[src/rtl/led_seq_ctrl.sv]
// rtl/led_seq_ctrl.sv - LED counter sequencer with prescaled tick and command handshake
// Optional LEDSEQ_BOUNCE_EN: reverse direction at the counter ends instead of wrapping.
module led_seq_ctrl #(
  parameter int          WIDTH      = 5,
  parameter int          DIV_BITS   = 23,
  parameter int unsigned PERIOD_RST = 4194303
) (
  input  logic                CLK,
  input  logic                RESET,
  input  logic                cmd_valid,
  output logic                cmd_ready,
  input  logic [2:0]          cmd_op,
  input  logic [DIV_BITS-1:0] cmd_arg,
  output logic [WIDTH-1:0]    LEDS,
  output logic                tick,
  output logic [1:0]          state
);

  localparam logic [1:0] ST_IDLE = 2'd0;
  localparam logic [1:0] ST_RUN  = 2'd1;
  localparam logic [1:0] ST_STEP = 2'd2;

  localparam logic [2:0] OP_START      = 3'd1;
  localparam logic [2:0] OP_STOP       = 3'd2;
  localparam logic [2:0] OP_STEP       = 3'd3;
  localparam logic [2:0] OP_SET_PERIOD = 3'd4;
  localparam logic [2:0] OP_SET_DIR    = 3'd5;
  localparam logic [2:0] OP_CLEAR      = 3'd6;
  localparam logic [2:0] OP_LOAD       = 3'd7;

  logic [1:0]          state_q, state_d;
  logic [DIV_BITS-1:0] presc_q, presc_d;
  logic [DIV_BITS-1:0] period_q, period_d;
  logic                dir_q, dir_d;
  logic [WIDTH-1:0]    leds_q, leds_d;
  logic                tick_q, tick_d;
  logic                counting, expire, accept;

  assign cmd_ready = (state_q != ST_STEP);
  assign LEDS      = leds_q;
  assign tick      = tick_q;
  assign state     = state_q;

  always_comb begin
    state_d  = state_q;
    presc_d  = presc_q;
    period_d = period_q;
    dir_d    = dir_q;
    leds_d   = leds_q;
    counting = (state_q != ST_IDLE);
    expire   = counting && (presc_q == period_q);
    accept   = cmd_valid && cmd_ready;
    tick_d   = expire;

    if (!counting)   presc_d = '0;
    else if (expire) presc_d = '0;
    else             presc_d = presc_q + DIV_BITS'(1);

    if (expire) begin
`ifdef LEDSEQ_BOUNCE_EN
      if (!dir_q && (leds_q == '1)) begin
        leds_d = leds_q - WIDTH'(1);
        dir_d  = 1'b1;
      end else if (dir_q && (leds_q == '0)) begin
        leds_d = WIDTH'(1);
        dir_d  = 1'b0;
      end else begin
        leds_d = dir_q ? leds_q - WIDTH'(1) : leds_q + WIDTH'(1);
      end
`else
      leds_d = dir_q ? leds_q - WIDTH'(1) : leds_q + WIDTH'(1);
`endif
      if (state_q == ST_STEP) state_d = ST_IDLE;
    end

    // Commands are evaluated after the tick so LEDS writes and SET_DIR take precedence.
    if (accept) begin
      case (cmd_op)
        OP_START: if (state_q == ST_IDLE) state_d = ST_RUN;
        OP_STOP: begin
          if (state_q == ST_RUN) begin
            state_d = ST_IDLE;
            presc_d = '0;
          end
        end
        OP_STEP: begin
          if (state_q == ST_IDLE) begin
            state_d = ST_STEP;
            presc_d = '0;
          end
        end
        OP_SET_PERIOD: begin
          period_d = cmd_arg;
          presc_d  = '0;
        end
        OP_SET_DIR: dir_d = cmd_arg[0];
        OP_CLEAR: begin
          leds_d  = '0;
          presc_d = '0;
        end
        OP_LOAD: begin
          leds_d  = cmd_arg[WIDTH-1:0];
          presc_d = '0;
        end
        default: ;
      endcase
    end
  end

  always_ff @(posedge CLK or negedge RESET) begin
    if (!RESET) begin
      state_q  <= ST_IDLE;
      presc_q  <= '0;
      period_q <= DIV_BITS'(PERIOD_RST);
      dir_q    <= 1'b0;
      leds_q   <= '0;
      tick_q   <= 1'b0;
    end else begin
      state_q  <= state_d;
      presc_q  <= presc_d;
      period_q <= period_d;
      dir_q    <= dir_d;
      leds_q   <= leds_d;
      tick_q   <= tick_d;
    end
  end

endmodule

[config.mk]
export PLATFORM = sky130hd
export DESIGN_NAME = led_seq_ctrl
export DESIGN_NICKNAME = d
export VERILOG_FILES = /design/src/rtl/led_seq_ctrl.sv
export SDC_FILE = /design/constraint.sdc
export NUM_CORES = 1
export LEC_CHECK = 0
export BUFFER_PORTS_ARGS = -buffer_cell sky130_fd_sc_hd__buf_2
export CORE_ASPECT_RATIO = 0.8
export CORE_MARGIN = 1
export CORE_UTILIZATION = 55
export DETAILED_ROUTE_END_ITERATION = 8
export PLACE_DENSITY = 0.89
export RECOVER_POWER = 100
export SYNTH_ARGS = -nofsm -noshare
export SYNTH_HDL_FRONTEND = slang
export SYNTH_SLANG_ARGS = --single-unit
[constraint.sdc]
create_clock -name CLK -period 2.6 [get_ports CLK]
set_input_delay 0.52 -clock CLK [delete_from_list [all_inputs] [get_ports CLK]]
set_output_delay 0.52 -clock CLK [all_outputs]
set_load 0.02 [all_outputs]
* After elaboration in Yosys (flattened, before gate mapping)
Cells that the tools add are included.
** Word-level totals
- Bits in registers :: 55
- Bits of input ports :: 29
- Output and inout bits :: 9
- Logic and storage cells :: 44
** Cells by class
- $add $sub $neg :: 3
- Eq/ne operators :: 11
- Multiplexer cells :: 17
- Reductions and logical operators :: 7
** Operators with widths (count)
- $mux 23 :: 5
- $pmux 23 s3 :: 1
- $add 23x1->23 const B :: 1
- $eq 23x23->1 :: 1
- $mux 5 :: 3
- $eq 3x3->1 const B :: 4
- $mux 2 :: 6
- $pmux 5 s2 :: 1
- $eq 3x2->1 const B :: 2
- $pmux 2 s3 :: 1
- $add 5x1->5 const B :: 1
- $sub 5x1->5 const B :: 1
- $reduce_and 2->1 :: 2
- $eq 3x1->1 const B :: 1
- $reduce_or 3->1 :: 1
- $eq 2x1->1 const B :: 1
- $eq 2x2->1 const B :: 1
- $logic_and 1x1->1 :: 2
- $logic_not 2->1 :: 1
- $ne 2x2->1 const B :: 1
- $reduce_bool 2->1 :: 1

* Depth between registers and ports, before layout
Gate-level depths: netlist (run 1).
- Depth after elaboration :: 7
- Gate-level depth with buffers :: 8
- Depth with buffers taken out :: 8

* Worst setup path before layout (run 1)
No wires, ideal clock.
- Kind :: register -> register
- Start :: register leds_q[0], in the netlist LEDS[0]
- End :: register leds_q[4], in the netlist LEDS[4]
- Library setup time :: 124 ps
- Arrival :: 1853 ps
- Required time :: 2476 ps
- Setup slack :: 623 ps
- Stages on the path, launching flop included :: 9
- Path buffers :: 0
- Clock period less this slack :: 1977 ps
- Path through :: dfrtp_1 > inv_1 > fa_1 > nor2b_1 > o21ai_0 > nor2b_1 > xnor2_1 > and3_1 > o31a_1
** Between the ends
- Word-level cells in the longest chain between the ends :: 5
- Elaborated cells between the ends (all ways) :: 6
- Classes of those cells :: 2 x add/sub; 4 x mux
** RTL lines
- start: declaration :: line 35 : logic [WIDTH-1:0] leds_q, leds_d;
- start signal: assignment :: line 123 : leds_q <= leds_d;
- $add 5x1->5 or $sub 5x1->5 (tied branches) :: line 71 : leds_d = dir_q ? leds_q - WIDTH'(1) : leds_q + WIDTH'(1);
- $mux 5 * :: line 71
- $mux 5 * :: line 59 : if (expire) begin
- $pmux 5 s2 :: line 78 : case (cmd_op)
- $mux 5 * :: line 77 : if (accept) begin
- named net leds_d[4] :: line 35
The timed path passes the listed nets; every way through them passes the cells marked *.
A chain may end at the register's enable or synchronous reset.

* Final worst setup path (run 1)
- Start :: register period_q[12]
- End :: register leds_q[1], in the netlist LEDS[1]
** Between the ends
- Word-level cells in the longest chain between the ends :: 5
** RTL lines
- start: declaration :: line 33 : logic [DIV_BITS-1:0] period_q, period_d;
- start signal: assignment :: line 114 : period_q <= DIV_BITS'(PERIOD_RST);
- start signal: assignment :: line 121 : period_q <= period_d;
- $eq 23x23->1 * :: line 51 : expire = counting && (presc_q == period_q);
- $logic_and 1x1->1 * :: line 51
- $mux 5 * :: line 59
- $pmux 5 s2 :: line 78
- $mux 5 * :: line 77
- named net leds_d[1] :: line 35
Marked as above.

==> impl_metrics.tcl, run 1 <==
set metrics [dict create \
    outcome "completed" \
    max_clock_freq_mhz 439 \
    critical_path_class "reg -> reg" \
    antenna_cells 0 \
    drt_iter0_markers 131 \
    cap_violations 0 \
    final_cell_count_no_fill 356 \
    fillCellCount 367 \
    setup_viol 0 \
    grt.overflow.total 0 \
    timing.critical_path.cells "xor2_1 -> nor4_1 -> nand4_2 -> nor3_4 -> mux2_1 -> o21ai_0" \
    period_needed_ns 2.28 \
    grt_max_degree 32 \
    die_width_um 82.0 \
    tns_ns 0 \
    antenna_violations_before_repair 0 \
    max_slew_margin_pct 8.48 \
    remaining_drc_errors 0 \
    async_reset_ff_share_pct 100 \
    max_slew.worst_pin.slew_ns 1.37 \
    holdBufCountCts 0 \
    vias 1961 \
    timing.critical_path.arrival_ns 2.52 \
    timing.critical_path.from_type "register" \
    holdCritPathClass "in -> reg" \
    cp_data_required_time_ns 2.84 \
    timing.final.hold_violations 0 \
    floorplan.die_area_um2 5420 \
    crit_family "simple AND/OR/NAND/NOR gates" \
    first_pass_drt_iterations 4 \
    synth_warnings 0 \
    post-synth-top-area-cell "sky130_fd_sc_hd__dfrtp_1" \
    grt_first_pass_wirelength_mm 9.61 \
    hold_slack_ns 0.413 \
    tritoncts_num_sinks 55 \
    layout_cells_sized_above_1_pct 29.4 \
    post_syn_area_per_cell_um2 11.1 \
    cts_buffers 5 \
    synth_enable_flop_cells 0 \
    core-area_um2 4760 \
    ctsLongestPathBuffers 2 \
    slowest_stage "sky130_fd_sc_hd__dfstp_2" \
    cpPeakStageDelay_ns 0.55 \
    hpwl_mm 4.25 \
    layout_overhead_on_the_synthesized_area_pct 11.2 \
    synth_top_cells_by_count "sky130_fd_sc_hd__dfrtp_1, sky130_fd_sc_hd__nor2_1, sky130_fd_sc_hd__xor2_1" \
    nNetsFinal 329 \
    cts_htree_levels 2 \
    clock_tree.root_cell "sky130_fd_sc_hd__clkbuf_8" \
    count_of_cell_types_in_the_netlist 36 \
    clock_latency_ns 0.32 \
    routed_wire_length_per_instance_um 15.8 \
    synth_top_flop_cell "sky130_fd_sc_hd__dfrtp_1" \
    crit_buf_inv 0 \
    io_buffer_count 37 \
    post_cts.resized_instances 0 \
    start_util_pct 59.2 \
    placed_area_um2 3080 \
    globalRouteTotalUtil_pct 24.6 \
    fin_crit_sh_pct 87.5 \
    first_global_vias 2040 \
    syn-cell-area_um2 2820 \
    globalplace.congestion 0.880 \
    netlist_top_cells_area "sky130_fd_sc_hd__dfrtp_1, sky130_fd_sc_hd__dfstp_2, sky130_fd_sc_hd__xor2_1" \
    power_density_nw_per_um2 672 \
    design_power_total_mw 2.11 \
    num_io_pins 38 \
    cts.repair_timing.setup_buffer_count 0 \
    fin_worst_skew_ns 0.00857 \
    placed_cells 348 \
    synth_top_area_share_pct 29.3 \
    leakage_nw 1.40 \
    rsz0062_at_grt "false" \
    clk_pin_slew_ns 0.10 \
    stdcell_area_um2 3130 \
    drtAntennaViolNets 0 \
    ffs_latches_synth 55 \
    vias_per_cell 5.51 \
    core.rowCount 22 \
    seq_area_frac_synth_pct 49.8 \
    postSynthNetCount 288 \
    max-vdd-ir-drop_uv 377 \
    die-height_um 66.0 \
    worstSetupEndpointType "register" \
    cell_with_the_most_instances_after_synthesis "sky130_fd_sc_hd__dfrtp_1" \
    post_synth_inst_count 254 \
    finalWirelength_mm 5.63 \
    slew_viol_final 0 \
    worst-path-max-fanout 7 \
    cts_tree "built" \
]
## logic make-up (layout without fill, tap and decap cells)
logic type | after synthesis | in the layout | synth area share [%]
buffers and inverters | 15 | 57 | 2.44
AOI/OAI and AO/OA | 21 | 21 | 4.13
muxes | 27 | 27 | 10.7
and+or+nand+nor | 85 | 85 | 16.1
DFF | 55 | 55 | 49.8
adders and majority gates | 5 | 5 | 2.49
xor gates and xnor gates | 46 | 46 | 14.3
## worst paths after layout
path,from,to,slack [ns],cells past startpoint
worst max register to register,period_q[12],LEDS[1],0.32,6
worst min-delay path,cmd_arg[8],period_q[8],0.41,2
worst min register to register,presc_q[0],presc_q[0],0.54,1
worst max-delay path,period_q[12],LEDS[1],0.32,6
max in group asynchronous,RESET,state[1],0.73,2
min in group asynchronous,RESET,presc_q[20],0.49,1
## cells in the final DEF (no fill, tap or decap), drive strengths merged
| cell type | synthesis | routed |
|---|---|---|
| nand4 | 6 | 6 |
| dfstp | 22 | 22 |
| xnor2 | 16 | 16 |
| mux2i | 2 | 2 |
| nor4 | 5 | 5 |
| inv | 9 | 10 |
| dfrtp | 33 | 33 |
| nand2b | 1 | 1 |
| buf | 5 | 27 |
| o21ai | 7 | 7 |
| clkbuf | 1 | 18 |
| or3 | 2 | 2 |
| ha | 4 | 4 |
| clkinv | 0 | 2 |
| fa | 1 | 1 |
| a21oi | 11 | 11 |
| mux2 | 25 | 25 |
| nand2 | 11 | 11 |
| o31a | 1 | 1 |
| nand3b | 1 | 1 |
| nand3 | 13 | 13 |
| nor2b | 2 | 2 |
| o22ai | 1 | 1 |
| and3 | 6 | 6 |
| nor3 | 8 | 8 |
| nor2 | 30 | 30 |
| xor2 | 30 | 30 |
| a21o | 1 | 1 |
## power breakdown
part / internal (mW) / switching, mW / total [mW]
combinational: 0.220 / 0.235 / 0.455
clock: 0.200 / 0.297 / 0.496
sequential: 1.03 / 0.121 / 1.15
## routing by layer
metal	GRT usage [%]	wire length, µm
met5	0	0
met2	38.3	2660
met4	8.55	80
met1	34.3	2640
met3	4.83	250
## flip-flops by register name, summed over array words and instances, names as in the netlist
register,flops
dir_q,1
state,2
LEDS,5
tick,1
period_q,23
presc_q,23
## cell type report
| type | instances | area [µm²] | area share [%] |
|---|---|---|---|
| clock buffer | 5 | 68.8 | 2.20 |
| clock inverter | 3 | 28.8 | 0.918 |
| inverter | 9 | 33.8 | 1.08 |
| multi-input combinational | 184 | 1340 | 42.6 |
| sequential | 55 | 1400 | 44.8 |
| tap | 60 | 75.1 | 2.40 |
| timing repair buffer | 40 | 188 | 5.99 |
## per-stage QoR
step	setup slack [ns]	utilization, %
after CTS	0.343	66.7
after global routing	0.157	65.8
after global placement	0.408	64.6
after detailed placement	0.350	64.6
final	0.325	65.8
after floorplan	0.623	-
Note: power is estimated with default switching activity, not from simulation.
==> inputs of run 2 (changes only) <==
Settings changed: CORE_UTILIZATION 55 to 40, MAX_ROUTING_LAYER set to met4, PLACE_DENSITY 0.89 to 0.71.
==> run 2 against run 1 <==
Compared with the run above: non-clock buffer count up 1; largest cell class unchanged; clock skew up 0.0045 ns; worst hold slack worse by 0.0024 ns; core utilization fell by 18 points; wire length shrank 0.34%; clock power barely moved; die area rose by 36%; critical endpoint unchanged; clock-buffer cell count did not move; via count shrank 0.36%; register-to-register slack got worse by 0.02 ns.
==> impl_metrics.tcl, run 2 (synthesis results as in run 1) <==
set metrics [dict create \
    outcome "completed" \
    final_cell_count_no_fill 381 \
    num_io_pins 38 \
    die_width_um 95.8 \
    vias 1954 \
    drt_iter0_markers 117 \
    power_density_nw_per_um2 662 \
    cp_data_required_time_ns 2.83 \
    slew_viol_final 0 \
    core.rowCount 26 \
    vias_per_cell 5.13 \
    max_slew.worst_pin.slew_ns 1.34 \
    worst-path-max-fanout 7 \
    setup_viol 0 \
    start_util_pct 42.7 \
    fin_worst_skew_ns 0.0131 \
    placed_area_um2 3120 \
    placed_cells 373 \
    die-height_um 77.1 \
    timing.critical_path.arrival_ns 2.52 \
    drtAntennaViolNets 0 \
    ctsLongestPathBuffers 2 \
    antenna_cells 0 \
    cts_buffers 5 \
    clock_tree.root_cell "sky130_fd_sc_hd__clkbuf_8" \
    core-area_um2 6600 \
    routed_wire_length_per_instance_um 14.7 \
    holdCritPathClass "in -> reg" \
    grt_max_degree 32 \
    first_pass_drt_iterations 4 \
    globalplace.congestion 0.802 \
    fin_crit_sh_pct 88.1 \
    stdcell_area_um2 3180 \
    leakage_nw 1.40 \
    worstSetupEndpointType "register" \
    antenna_violations_before_repair 0 \
    holdBufCountCts 0 \
    fillCellCount 638 \
    clock_latency_ns 0.33 \
    floorplan.die_area_um2 7390 \
    layout_cells_sized_above_1_pct 29.3 \
    tns_ns 0 \
    cts_htree_levels 2 \
    final_cell_mix "sky130_fd_sc_hd__dfrtp_1, sky130_fd_sc_hd__xor2_1, sky130_fd_sc_hd__nor2_1" \
    rsz0062_at_grt "false" \
    max-vdd-ir-drop_uv 216 \
    timing.critical_path.from_type "register" \
    max_slew_margin_pct 10.9 \
    remaining_drc_errors 0 \
    grt.overflow.total 0 \
    io_buffer_count 37 \
    post_layout_util_pct 48.1 \
    max_clock_freq_mhz 437 \
    globalRouteTotalUtil_pct 17.8 \
    finalWirelength_mm 5.61 \
    timing.final.hold_violations 0 \
    cts_tree "built" \
    final_common_cell "sky130_fd_sc_hd__dfrtp_1" \
    hpwl_mm 4.18 \
    cts.repair_timing.setup_buffer_count 0 \
    post_cts.resized_instances 0 \
    critical_path_class "reg -> reg" \
    layout_overhead_on_the_synthesized_area_pct 12.7 \
    clk_pin_slew_ns 0.11 \
    nNetsFinal 330 \
    grt_first_pass_wirelength_mm 9.49 \
    period_needed_ns 2.29 \
    tritoncts_num_sinks 55 \
    cap_violations 0 \
    first_global_vias 1960 \
]
==> run 2: changes by cell type in the layout (fill, tap and decap cells not counted) <==
cell / change
sky130_fd_sc_hd__nor3_4: +1
sky130_fd_sc_hd__buf_2: -1
sky130_fd_sc_hd__clkinvlp_4: +1
sky130_fd_sc_hd__buf_4: +1
sky130_fd_sc_hd__clkbuf_2: -1
sky130_fd_sc_hd__clkbuf_1: +2
sky130_fd_sc_hd__inv_8: -1
sky130_fd_sc_hd__nor3_1: -1
==> run 2: final timing paths <==
| check | startpoint | end | slack, ns | cells after the start |
|---|---|---|---|---|
| max | period_q[21] | LEDS[1] | 0.31 | 6 |
| min | cmd_arg[5] | period_q[5] | 0.41 | 2 |
| max reg2reg | period_q[21] | LEDS[1] | 0.31 | 6 |
| min reg2reg | presc_q[0] | presc_q[0] | 0.52 | 1 |
| max in group asynchronous | RESET | presc_q[17] | 0.70 | 2 |
| min in group asynchronous | RESET | presc_q[16] | 0.47 | 1 |
==> run 2: layout make-up <==
type | instances | area (µm²) | share of cell area [%]
clock inverters | 3 | 25.0 | 0.788
multi-input cells | 184 | 1350 | 42.4
well taps | 84 | 105 | 3.31
flip-flops and latches | 55 | 1400 | 44.2
repair buffers | 41 | 193 | 6.07
inverters | 9 | 33.8 | 1.06
clock buffers | 5 | 68.8 | 2.17
==> run 2: power by group <==
group          switching, mW  total [mW]  internal (mW)
registers              0.113        1.15           1.03
clock network          0.305       0.498          0.193
logic                  0.237       0.460          0.223
total                  0.654        2.10           1.45
==> run 2: metal layers <==
layer  vias up  global-route usage (%)  wire length, µm
li1        952                       -                -
met1       960                    26.9             2910
met2        36                    23.2             2370
met3         6                    4.56              255
met4         0                    5.37               77
met5         -                       -                0
==> run 2: through the flow <==
| step | setup slack (ns) | power (mW) | hold WS [ns] |
|---|---|---|---|
| after global routing | 0.180 | 2.22 | 0.412 |
| after CTS | 0.296 | 2.14 | 0.195 |
| final | 0.310 | 2.10 | 0.411 |
| after global placement | 0.435 | 1.62 | 0.497 |
| after detailed placement | 0.313 | 1.64 | 0.504 |
| after floorplan | 0.623 | 1.48 | 0.224 |
==> run 2: worst max-delay path, cell delays in order, from the launching register on <==
cell,delay (ns)
sky130_fd_sc_hd__dfstp_2,0.55
sky130_fd_sc_hd__xor2_1,0.06
sky130_fd_sc_hd__nor4_1,0.39
sky130_fd_sc_hd__nand4_2,0.22
sky130_fd_sc_hd__nor3_4,0.42
sky130_fd_sc_hd__mux2_1,0.36
sky130_fd_sc_hd__o21ai_0,0.19
